`config.mk`:
```
export PLATFORM = sky130hd
export DESIGN_NAME = sdfm_result_arbiter
export DESIGN_NICKNAME = d
export VERILOG_FILES = /design/src/rtl/sdfm_result_arbiter.sv
export SDC_FILE = /design/constraint.sdc
export NUM_CORES = 1
export LEC_CHECK = 0
export BUFFER_PORTS_ARGS = -buffer_cell sky130_fd_sc_hd__buf_2
export CORE_MARGIN = 5
export CORE_UTILIZATION = 55
export CTS_BUF_LIST = sky130_fd_sc_hd__clkbuf_8 sky130_fd_sc_hd__clkbuf_16
export DETAILED_ROUTE_END_ITERATION = 7
export PLACE_DENSITY = 0.84
export SLEW_MARGIN = 5
export SYNTH_ARGS = -nofsm -noshare
export SYNTH_HDL_FRONTEND = slang
export SYNTH_SLANG_ARGS = --single-unit
```
`constraint.sdc`:
```
create_clock -name SYSCLK -period 5.2 [get_ports SYSCLK]
set_input_delay 1.04 -clock SYSCLK [delete_from_list [all_inputs] [get_ports SYSCLK]]
set_output_delay 1.04 -clock SYSCLK [all_outputs]
set_load 0.02 [all_outputs]
```
`src/rtl/sdfm_result_arbiter.sv`:
```
// SDFM result arbiter: captures per-channel filter results into holding
// registers, round-robins them into a shared tagged FIFO, flags overruns
// and raises a level interrupt on FIFO fill or overrun.
module sdfm_result_arbiter #(
    parameter int unsigned DW    = 32,
    parameter int unsigned DEPTH = 4,
    parameter int unsigned CW    = $clog2(DEPTH) + 1
) (
    input  logic            SYSCLK,
    input  logic            SYSRST,
    input  logic [2*DW-1:0] filt_data_outx,
    input  logic [1:0]      filt_data_updatex,
    input  logic [1:0]      reg_chen,
    input  logic [CW-1:0]   reg_irqthr,
    input  logic            pop,
    input  logic [1:0]      ovf_clr,
    output logic [DW-1:0]   fifo_data,
    output logic            fifo_chan,
    output logic            fifo_valid,
    output logic [CW-1:0]   fifo_count,
    output logic [1:0]      ovf_flag,
    output logic            irq
);

    localparam int unsigned AW = $clog2(DEPTH);
    localparam logic [CW-1:0] FullCnt = CW'(DEPTH);

    logic [DW-1:0] hold_q [2];
    logic [DW-1:0] hold_d [2];
    logic [1:0]    pend_q, pend_d;
    logic          last_q, last_d;
    logic [DW:0]   mem_q [DEPTH];
    logic [AW-1:0] wr_ptr_q, rd_ptr_q;
    logic [CW-1:0] count_q, count_d;
    logic [1:0]    ovf_q, ovf_d;
    logic          irq_q, irq_d;

    logic [1:0] cap;
    logic [1:0] elig;
    logic       can_push;
    logic       push;
    logic       grant_ch;
    logic       pop_eff;

    // Arbitration, capture, overrun and interrupt next-state
    always_comb begin
        cap      = filt_data_updatex & reg_chen;
        // A disabled channel's held result is dropped, so it is never eligible
        elig     = pend_q & reg_chen;
        pop_eff  = pop && (count_q != '0);
        can_push = (count_q < FullCnt) || pop_eff;
        push     = can_push && (elig != 2'b00);
        grant_ch = (elig == 2'b11) ? ~last_q : elig[1];
        last_d   = push ? grant_ch : last_q;
        count_d  = count_q + CW'(push) - CW'(pop_eff);

        for (int i = 0; i < 2; i++) begin
            hold_d[i] = cap[i] ? filt_data_outx[DW*i +: DW] : hold_q[i];
            if (!reg_chen[i]) begin
                pend_d[i] = 1'b0;
            end else if (cap[i]) begin
                pend_d[i] = 1'b1;
            end else if (push && (grant_ch == 1'(i))) begin
                pend_d[i] = 1'b0;
            end else begin
                pend_d[i] = pend_q[i];
            end
            // Set beats clear
            if (cap[i] && pend_q[i] && !(push && (grant_ch == 1'(i)))) begin
                ovf_d[i] = 1'b1;
            end else if (ovf_clr[i]) begin
                ovf_d[i] = 1'b0;
            end else begin
                ovf_d[i] = ovf_q[i];
            end
        end

        // Built from current registered state, so irq trails count/flags by a cycle
        irq_d = ((reg_irqthr != '0) && (count_q >= reg_irqthr)) || (ovf_q != 2'b00);
    end

    // State registers with synchronous reset
    always_ff @(posedge SYSCLK) begin
        if (SYSRST) begin
            hold_q[0] <= '0;
            hold_q[1] <= '0;
            pend_q    <= '0;
            last_q    <= 1'b1;
            wr_ptr_q  <= '0;
            rd_ptr_q  <= '0;
            count_q   <= '0;
            ovf_q     <= '0;
            irq_q     <= 1'b0;
            for (int k = 0; k < DEPTH; k++) begin
                mem_q[k] <= '0;
            end
        end else begin
            hold_q[0] <= hold_d[0];
            hold_q[1] <= hold_d[1];
            pend_q    <= pend_d;
            last_q    <= last_d;
            count_q   <= count_d;
            ovf_q     <= ovf_d;
            irq_q     <= irq_d;
            if (push) begin
                mem_q[wr_ptr_q] <= {grant_ch, hold_q[grant_ch]};
                wr_ptr_q        <= wr_ptr_q + 1'b1;
            end
            if (pop_eff) begin
                rd_ptr_q <= rd_ptr_q + 1'b1;
            end
        end
    end

    // Show-ahead head, forced to zero while empty
    always_comb begin
        fifo_valid = (count_q != '0);
        fifo_data  = fifo_valid ? mem_q[rd_ptr_q][DW-1:0] : '0;
        fifo_chan  = fifo_valid ? mem_q[rd_ptr_q][DW] : 1'b0;
        fifo_count = count_q;
        ovf_flag   = ovf_q;
        irq        = irq_q;
    end

endmodule
```
==> results, run 1 <==
- The flow ran to the end, and the final reports show no timing, DRC or antenna violations.
- The part of the power in the clock network is 36.0%.
- Dividing the detail-routed wire length by the instance count gives 20.9 um.
- The startpoint of the lowest-slack register-to-register path is fifo_count[1].
- The count of unique library cells instantiated by Yosys is 42.
- The number of hold buffers added after CTS is 0.
- The number of antenna violations at the first check in global routing is 0.
- Registers are responsible for 44.4% of the overall power.
- The aggregate negative setup slack is 0 ps.
- By count the netlist is led by edfxtp_1 (196), a21oi_1 (131), and2_1 (98).
- The post-route netlist has 29.3% of its cells at a drive strength greater than 1.
- The source-to-sink clock delay at the later pin of the worst-skew pair is 490 ps.
- The tree is rooted in a clkbuf_16.
- Summed over all instances, the cell type with the most area after synthesis is edfxtp_1.
- The total length of routed met3 wires is 1670 um.
- The highest clock rate is 0.272 GHz.
- The number of rows in the core area is 48.
- The total wire length is 21000 um.
- The average footprint of a synthesized cell is 14.2 um2.
- The number of antenna diodes in the final layout is 0.
- TritonCTS built the clock tree.
- The total count of hold-check failures in the final report came to 0.
- The required time at the worst-slack endpoint is 4160 ps.
- Measured against its own limit, the worst slew margin works out to 18.2%.
- The total clock sinks is 211.
- The async set or reset register ratio after synthesis is 0%.
- The routed metal-1 wire length is 8170 um.
- In this run, synthesis inferred 196 flip-flops with an integrated enable.
- The post-synthesis net count is 748.
- For this design the static power due to leakage is 4.01 nW.
- In this run, the number of DRC markers left after iteration 0 of detailed routing was 604.
- By instance count, the leading cell after synthesis is edfxtp_1.
- The core box area is 17100 um2.
- The maximum fanout along the worst path is 18.
- The port buffer count is 115.
- The setup slack at placement is 2000 ps.
- The ratio of routed vias to standard cells is 5.99.
- The gate count after technology mapping is 667.
- The category of the critical setup timing path is reg -> out.
- The count of vias placed by the detailed router is 6008.
- In this run the biggest area consumer among cell types represents 62.3% of the synthesized area.
- The global-route total usage across every layer is 21.1%.
- Clock skew on the completed layout was measured at 10.1 ps.
- Along the worst hold path, the cell count comes to 2.
- The HPWL after detailed placement is 12300 um.
- The die covers 19900 um2.
- The placement-stage cell area is 10100 um2.
- The wire length of the first global-routing pass is 33200 um.
- The arrival time at the worst endpoint is 2630 ps.
- The post-synthesis instance area is 9450 um2.
- The clock-pin transition on the worst setup and hold timing paths is 60 ps.
- The type of element launching the critical path is a flop.
- The dominant register cell in the synthesized netlist is edfxtp_1.
- The highest routed metal layer is met4.
- The worst register-to-register path has a depth of 8.
- The number of routed nets with antenna violations is 0.
- Synthesis inferred 211 register bits.
- The number of global-route vias before repair is 6266.
- Setup violations remaining at the end of the flow were counted as 0.
- The worst path needs 3670 ps of the cycle, external delays included.
- The number of buffers inserted during clock tree synthesis is 22.
- The sort of element at the end of the critical path is an output port.
- The post-CTS setup buffer count is 0.
- The first detailed-routing pass ran for 5 iterations.
- After detailed routing, the met2 layer carries 10700 um of wire.
- Dividing total power by cell area gives a power density of 434 nW/um2.
- The startpoint of the tightest hold check path is last_q.
- For this run, the number of Yosys warnings is 0.
- Counting the fill cells in the layout gives 1205.
- The finished cells cover 10900 um2.
- Max-cap violations in this run came to 0.
- By area the synthesized netlist is led by edfxtp_1 (62%), mux4_2 (7.1%), a21oi_1 (6.9%).
- Combinational logic is responsible for 19.6% of the overall power.
- The layout net count is 843.
- The count of pins over their slew limit is 0.
- Summed over all layers, the global routing overflow is 0.
- In the routed design, unresolved DRC markers number 0.
- The maximum number of pins on one net before global-route repair is 65.
- The clock tree buffer depth is 3.
- Summed over all nets, the switching power comes to 1.27 mW.
- At the end of routability-driven placement, the weighted congestion stood at 0.780.
- At the pin with the least slew margin, the transition time is 1220 ps.
- Setup repair after global routing left no endpoint under its margin.
- The share of the yosys chip area belonging to registers is 65.4%.
- The fraction of power spent switching nets is 26.9%.
- Across the VDD grid, the largest voltage drop is 273 uV.
- In this run the number of H-tree levels came out at 1.
- The slack of the critical path is 1530 ps.
- The portion of the clock cycle consumed by the worst path in the final layout is 70.6%.
- The starting density of the core is 55.4%.
- The count of boundary I/O pins is 116.
- The total power of the final layout is 4.73 mW.
- The die is 141 um tall.
- The post-CTS resize count is 0.
- The internal portion of the total power is 3.45 mW.
- The worst hold-check path type is reg -> reg.
- The area growth from synthesis to layout is 15.2%.
- The overall die width is 141 um.
==> worst max-delay path, stage by stage, from the launching register on <==
cell	delay [ps]
dfxtp_2	770
buf_4	440
mux4_1	600
and2_1	170
buf_2	150
==> area by class of cell <==
class,count,area [um2],share of cell area (%)
Clock buffer,25,603,5.54
Clock inverter,15,196,1.80
Inverter,8,30.0,0.276
Multi-Input combinational cell,399,2980,27.4
Sequential cell,211,6190,56.8
Tap cell,225,282,2.58
Timing Repair Buffer,120,613,5.63
==> power groups by stage <==
| stage | clock network [mW] | registers, mW | logic, mW |
|---|---|---|---|
| 6_report | 1.70 | 2.10 | 0.928 |
| 5_1_grt | 1.78 | 2.11 | 1.01 |
| 4_1_cts | 1.71 | 2.10 | 0.944 |
| 3_5_place_dp | 0 | 2.13 | 0.940 |
| 3_3_place_gp | 0 | 2.13 | 0.924 |
| 2_1_floorplan | 0 | 2.08 | 0.741 |
==> stage by stage <==
stage	utilization, %	hold slack, ps	std cells
4_1_cts	63.9	514	1003
5_1_grt	63.9	538	1003
3_5_place_dp	59.2	491	963
3_3_place_gp	59.2	480	963
6_report	63.9	531	1003
2_1_floorplan	-	455	667
==> routing by layer <==
metal	GRT usage [%]	vias up
li1	-	2738
met1	28.4	2897
met2	35.9	331
met3	3.80	42
met4	5.56	0
met5	0	-
==> cells in the final DEF (no fill, tap or decap), types with 7 or more instances in the layout <==
cell | Yosys | routed
edfxtp_1 | 196 | 196
a21oi_1 | 131 | 131
buf_2 | 27 | 115
and2_1 | 98 | 98
nand3_1 | 36 | 36
mux4_2 | 30 | 30
o21ai_2 | 29 | 29
clkbuf_16 | 0 | 23
inv_1 | 8 | 13
dfxtp_1 | 15 | 13
o21ai_0 | 12 | 10
nor2_1 | 10 | 10
nand2_1 | 10 | 7
==> final timing paths <==
kind                    to  slack [ps]
max           fifo_data[0]        1530
min                 last_q         530
max reg2reg  fifo_count[2]        2430
min reg2reg         last_q         530
==> state kept, by name (all words and copies together), names as in the netlist, named ones only <==
name        count
pend_q          2
wr_ptr_q        2
mem_q         132
ovf_flag        2
rd_ptr_q        2
irq             1
last_q          1
fifo_count      3
hold_q         64
==> cells by family after synthesis <==
group / share of synthesized area, %
AOI/OAI and AO/OA: 11.5
xor gates and xnor gates: 0.371
adders and majority gates: 0.741
buffers and inverters: 3.43
DFF: 65.4
muxes: 7.98
and+or+nand+nor: 10.6
(Power assumes the default switching activity.)
==> inputs of run 2 (changes only) <==
--- a/config.mk
+++ b/config.mk
@@ -7,10 +7,10 @@
 export LEC_CHECK = 0
 export BUFFER_PORTS_ARGS = -buffer_cell sky130_fd_sc_hd__buf_2
 export CORE_MARGIN = 5
-export CORE_UTILIZATION = 55
+export CORE_UTILIZATION = 52
 export CTS_BUF_LIST = sky130_fd_sc_hd__clkbuf_8 sky130_fd_sc_hd__clkbuf_16
 export DETAILED_ROUTE_END_ITERATION = 7
-export PLACE_DENSITY = 0.84
+export PLACE_DENSITY = 0.83
 export SLEW_MARGIN = 5
 export SYNTH_ARGS = -nofsm -noshare
 export SYNTH_HDL_FRONTEND = slang
==> constraint.sdc (replaced) <==
create_clock -name SYSCLK -period 3.3 [get_ports SYSCLK]
set_input_delay 0.66 -clock SYSCLK [delete_from_list [all_inputs] [get_ports SYSCLK]]
set_output_delay 0.66 -clock SYSCLK [all_outputs]
set_load 0.02 [all_outputs]
==> results, run 2 (synthesis results as in run 1) <==
- The total clock sinks is 211 (unchanged).
- The cell count after placement is 989 (+2.7%).
- The total length of routed met3 wires is 1870 um (+12%).
- The core box area is 17900 um2 (+5.0%).
- The count of final setup violators is 0 (unchanged).
- The count of boundary I/O pins is 116 (unchanged).
- The total die area is 21000 um2 (+5.4%).
- The final standard cell count with taps included and fillers excluded is 1026 (+2.3%).
- The source-to-sink clock delay at the later pin of the worst-skew pair came to 510 ps (+20 ps).
- The first-pass detailed-route iteration total is 5 (unchanged).
- The placer's final routability congestion estimate came to 0.849 (+8.9%).
- The TritonCTS clock tree is yes.
- By startpoint and endpoint, the worst setup path is classified as reg -> out.
- The post-CTS resize count is 0 (unchanged).
- The fraction of final layout cells sized beyond drive strength 1 is 31.0% (+1.7 points).
- Leaving out fill and tap cells, the most frequent cell in the layout is edfxtp_1.
- The smallest clock period supported by the final layout is computed as 3110 ps.
- The total count of hold-check failures in the final report is 0 (unchanged).
- The overall die width is 145 um (+2.6%).
- The routed metal-1 wire length is 8790 um (+7.6%).
- The number of levels in the clock H-tree is 1 (unchanged).
- The power density over cell area was 645 nW/um2 (+49%).
- The ratio of routed vias to standard cells was 6.00 (+0.18%).
- The worst setup skew after layout is 24.0 ps (+13.9 ps).
- The remaining design rule violation count is 0 (unchanged).
- The highest clock rate is 0.321 GHz.
- The count of pins over their slew limit is 0 (unchanged).
- The number of flip-flops under the largest register name is 132 (unchanged).
- The average wire per standard cell was 21.3 um (+1.8%).
- In the layout the commonest cells are edfxtp_1 (196), a21oi_1 (131), buf_2 (115).
- The highest routed metal layer is met4.
- The area added between synthesis and finish is 15.4% (about the same).
- The count of vias placed by the detailed router came to 6157 (+2.5%).
- STA classifies the critical path endpoint as an output port.
- The length of routed met2 wiring is 10700 um (+0.70%).
- The reported leakage power is 4.03 nW (+0.56%).
- The violation count after the first detailed-routing iteration is 597 (-1.2%).
- The number of antenna violations at the first check in global routing is 0 (unchanged).
- The total wire length came to 21900 um (+4.2%).
- In this run the clock root is driven by a clkbuf_16.
- The clock tree buffer depth is 3 (unchanged).
- The number of rows in the core area is 49 (+2.1%).
- The wire length of the first global-routing pass was 34400 um (+3.5%).
- The arrival time at the worst endpoint was 2450 ps (-180 ps).
- The layout net count came to 864 (+2.5%).
- The total power of the final layout is 7.03 mW (+49%).
- The post-CTS setup buffer count is 0 (unchanged).
- The type of element launching the critical path is a flop.
- The number of maximum-capacitance constraint violations is 0 (unchanged).
- The starting density of the core was 52.8% (-2.6 points).
- The number of routed nets with antenna violations is 0 (unchanged).
- The relative max-transition margin was 44.3% (+26 points).
- The number of hold buffers added after CTS is 0 (unchanged).
- The final cell utilization of the core is 60.9% (-3.0 points).
- The number of buffers inserted during clock tree synthesis is 21 (-4.5%).
- The global-route total usage across every layer is 21.3% (+0.13 points).
- The required time at the worst-slack endpoint was 2640 ps (-1520 ps).
- The number of inserted diodes is 0 (unchanged).
- The worst hold path belongs to the class in -> reg.
- The actual transition at the worst max-transition pin was 832 ps (-389 ps).
- The HPWL after detailed placement is 14300 um (+16%).
- The number of global-route vias before repair came to 6302 (+0.57%).
- The maximum number of pins on one net before global-route repair is 36 (-45%).
- The chip height is 145 um (+2.6%).
- The run finished with clean final reports.
- The clock-pin transition on the worst setup and hold timing paths came to 60 ps (about the same).
- The port buffer count is 115 (unchanged).
- The worst IR drop on VDD is 398 uV (+46%).
- The total global routing overflow is 0 (unchanged).
- The largest register by flop count is mem_q.
- The portion of the clock cycle consumed by the worst path in the final layout is 94.4%.
- Setup repair after global routing left no endpoint under its margin.
- The maximum fanout along the worst path came to 19 (+1).
run 2: cell types whose count changed in the layout (fill, tap and decap cells not counted), sizes merged:
cell    delta
buf       +22
bufinv     -5
clkinv     +4
clkbuf     -2
run 2: per-layer routing:
layer | vias up | global-route usage [%]
met1 | 3026 | 29.3
met4 | 0 | 5.74
met5 | - | 0
li1 | 2776 | -
met2 | 319 | 35.0
met3 | 36 | 4.17
run 2: layout make-up:
type                            instances  area, um2
Timing Repair Buffer                  142        791
Sequential cell                       211       6190
Inverter                                8       30.0
Fill cell                            1344       7000
Tap cell                              229        287
Clock buffer                           23        553
Multi-Input combinational cell        399       2990
Clock inverter                         14       67.6
run 2: final timing paths:
kind	from	to	slack [ps]	cells after the start
max	flop	fifo_data[26]	190	4
min	filt_data_updatex[1]	ovf_flag[1]	400	2
max reg2reg	fifo_count[2]	mem_q[3][23]	1080	4
min reg2reg	last_q	last_q	510	2
run 2: worst max-delay path, stage by stage (launching register included):
cell	delay [ps]
dfxtp_2	770
buf_4	280
mux4_2	500
and2_1	210
buf_2	170
run 2: where the power goes:
part	total, mW	internal, mW	switching, mW	leakage (nW)
combinational	1.57	0.663	0.902	1.57
sequential	3.29	3.13	0.165	2.14
clock	2.17	1.20	0.968	0.323
run 2: metrics by stage:
step | hold slack (ps) | setup WS [ps] | setup TNS, ps | cell area (um2)
after floorplan | 455 | -664 | -43820 | 9450
after global placement | 483 | 709 | 0 | 10300
after detailed placement | 496 | 687 | 0 | 10300
after CTS | 397 | 137 | 0 | 10900
after global routing | 412 | 15.0 | 0 | 10900
final | 403 | 186 | 0 | 10900
==> inputs of run 3 (changes only) <==
--- a/config.mk
+++ b/config.mk
@@ -6,7 +6,7 @@
 export NUM_CORES = 1
 export LEC_CHECK = 0
 export BUFFER_PORTS_ARGS = -buffer_cell sky130_fd_sc_hd__buf_2
-export CORE_MARGIN = 5
+export CORE_ASPECT_RATIO = 2
 export CORE_UTILIZATION = 52
 export CTS_BUF_LIST = sky130_fd_sc_hd__clkbuf_8 sky130_fd_sc_hd__clkbuf_16
 export DETAILED_ROUTE_END_ITERATION = 7
==> results, run 3 (synthesis results as in run 1) <==
- The flow ran to the end, and the final reports show no timing, DRC or antenna violations.
- The overall die width was 97.3 um (-33%).
- The clock-pin transition on the worst setup and hold timing paths was 70 ps (about the same).
- The ratio of routed vias to standard cells was 6.05 (+0.84%).
- The clock tree buffer depth is 3 (unchanged).
- Relative to the synthesized area, the layout overhead comes to 13.2%.
- The number of buffers inserted during clock tree synthesis is 17 (-19%).
- The total clock sinks is 211 (unchanged).
- Ranked by flip-flop count, first place goes to mem_q.
- The aggregate negative setup slack is 0 ps (unchanged).
- The total count of hold-check failures in the final report came to 0 (unchanged).
- The design area is 10700 um2 (-1.9%).
- The required time at the worst-slack endpoint is 2640 ps (about the same).
- The number of inserted diodes was 0 (unchanged).
- The total global routing overflow was 0 (unchanged).
- The cell at the slowest stage of the critical path is dfxtp_2.
- The highest clock rate is 0.343 GHz (+7.0%).
- The number of levels in the clock H-tree came to 1 (unchanged).
- The post-CTS resize count was 0 (unchanged).
- The total of fill cells in the finished design was 1396 (+3.9%).
- The final standard cell count with taps included and fillers excluded came to 990 (-3.5%).
- The worst IR drop on VDD came to 402 uV (+1.0%).
- The shortest clock period the worst path allows after layout is 2910 ps (-202 ps).
- The number of routed nets with antenna violations is 0 (unchanged).
- The wire length of the first global-routing pass is 33100 um (-3.7%).
- The layout net count is 848 (-1.9%).
- The register-to-register path setup slack is 960 ps (-120 ps).
- The HPWL after detailed placement is 13000 um (-9.6%).
- The category of the critical setup timing path is reg -> out.
- The reported leakage power is 3.92 nW (-2.8%).
- The startpoint of the lowest-slack register-to-register path is fifo_count[2].
- The count of vias placed by the detailed router is 5991 (-2.7%).
- Walking the worst path, the cells encountered are buf_4, mux4_2, and2_1, buf_2.
- CTS placed an instance of clkbuf_16 at the clock tree root.
- The slack of the critical path is 389 ps (+202 ps).
- The relative max-transition margin is 23.3% (-21 points).
- The sort of element at the end of the critical path is an output port.
- The startpoint identified for the worst hold timing path is filt_data_updatex[1].
- The first-pass detailed-route iteration total is 5 (unchanged).
- The count of boundary I/O pins is 116 (unchanged).
- The actual transition at the worst max-transition pin was 1150 ps (+315 ps).
- The remaining design rule violation count is 0 (unchanged).
- The total wire length came to 21300 um (-2.7%).
- The arrival time at the worst endpoint is 2250 ps (-200 ps).
- The global-route total usage across every layer is 23.2% (+2.0 points).
- The number of rows in the core area is 69 (+41%).
- The post-CTS setup buffer count is 0 (unchanged).
- The min-delay analysis places its worst path in the category in -> reg.
- The starting density of the core is 53.1% (+0.35 points).
- The area taken by multi-input logic gates is 2980 um2 (-0.38%).
- The setup slack at placement is 505 ps (-182 ps).
- In the layout the commonest cells are edfxtp_1 (196), a21oi_1 (131), buf_2 (115).
- The port buffer count is 115 (unchanged).
- The number of hold buffers added after CTS is 0 (unchanged).
- The core box area is 17800 um2 (-0.66%).
- The number of buffers and inverters on the critical path is 2 (unchanged).
- The count of final setup violators is 0 (unchanged).
- The number of antenna violations at the first check in global routing is 0 (unchanged).
- The source-to-sink clock delay at the later pin of the worst-skew pair came to 480 ps (-30 ps).
- The chip height is 193 um (+33%).
- The total die area came to 18800 um2 (-11%).
- The TritonCTS clock tree is yes.
- The number of flip-flops under the largest register name is 132 (unchanged).
- The maximum fanout along the worst path came to 10 (-9).
- The average wire per standard cell is 21.5 um (+0.86%).
- The delay of the slowest cell on the worst path is 530 ps (-240 ps).
- The number of maximum-capacitance constraint violations came to 0 (unchanged).
- The number of global-route vias before repair was 6088 (-3.4%).
- The worst setup skew after layout is 11.1 ps (-12.9 ps).
- The portion of the clock cycle consumed by the worst path in the final layout was 88.2% (-6.1 points).
- The cell count after placement is 961 (-2.8%).
- Broken down by cell family, the worst path's largest delay share belongs to flip-flops.
- The count of pins over their slew limit is 0 (unchanged).
- Leaving out fill and tap cells, the most frequent cell in the layout is edfxtp_1.
- The placer's final routability congestion estimate is 0.784 (-7.7%).
- The fraction of final layout cells sized beyond drive strength 1 is 28.6% (-2.4 points).
- The maximum number of pins on one net before global-route repair is 47 (+31%).
- Setup repair after global routing left no endpoint under its margin.
- The placement-stage cell area is 10200 um2 (-0.95%).
- The violation count after the first detailed-routing iteration is 431 (-28%).
- The power density over cell area is 632 nW/um2 (-1.9%).
- The register cell area after layout is 6190 um2 (about the same).
- The type of element launching the critical path is a flop.
[run 3: cell types whose count changed in the layout (fill, tap and decap cells not counted), sizes merged]
cell	before	now
bufinv	0	1
buf	142	130
clkinv	8	4
clkinvlp	1	2
clkbuf	23	17
[run 3: metrics by stage]
stage	util (%)	power (mW)	hold slack [ps]
final	60.1	6.76	452
after global routing	60.1	7.04	447
after CTS	60.1	6.80	442
after detailed placement	57.3	4.91	489
after global placement	57.3	4.88	468
after floorplan	-	4.44	455
[run 3: cell type report]
cell class / instances / share of cell area (%)
Clock buffer: 17 / 3.98
Multi-Input combinational cell: 399 / 27.8
Tap cell: 213 / 2.49
Sequential cell: 211 / 57.8
Timing Repair Buffer: 130 / 6.79
Inverter: 8 / 0.281
Clock inverter: 12 / 0.796
[run 3: worst paths after layout]
| kind | to | cells past startpoint |
|---|---|---|
| max | fifo_data[28] | 4 |
| min | ovf_flag[1] | 2 |
| max reg2reg | mem_q[0][19] | 3 |
| min reg2reg | last_q | 2 |
[run 3: metal layers]
| metal | share of wire (%) | routed length [um] | vias up | track usage (%) |
|---|---|---|---|---|
| met2 | 56 | 11900 | 253 | 43.2 |
| met5 | 0 | 0 | - | 0 |
| met1 | 34 | 7250 | 2948 | 26.0 |
| met4 | 4.3 | 923 | 0 | 12.4 |
| li1 | - | - | 2730 | - |
| met3 | 5.7 | 1210 | 60 | 2.46 |
[run 3: power by group]
part           total (mW)  switching, mW  internal [mW]
Combinational        1.59          0.928          0.662
Sequential           3.24          0.118           3.12
Clock                1.93          0.907           1.02
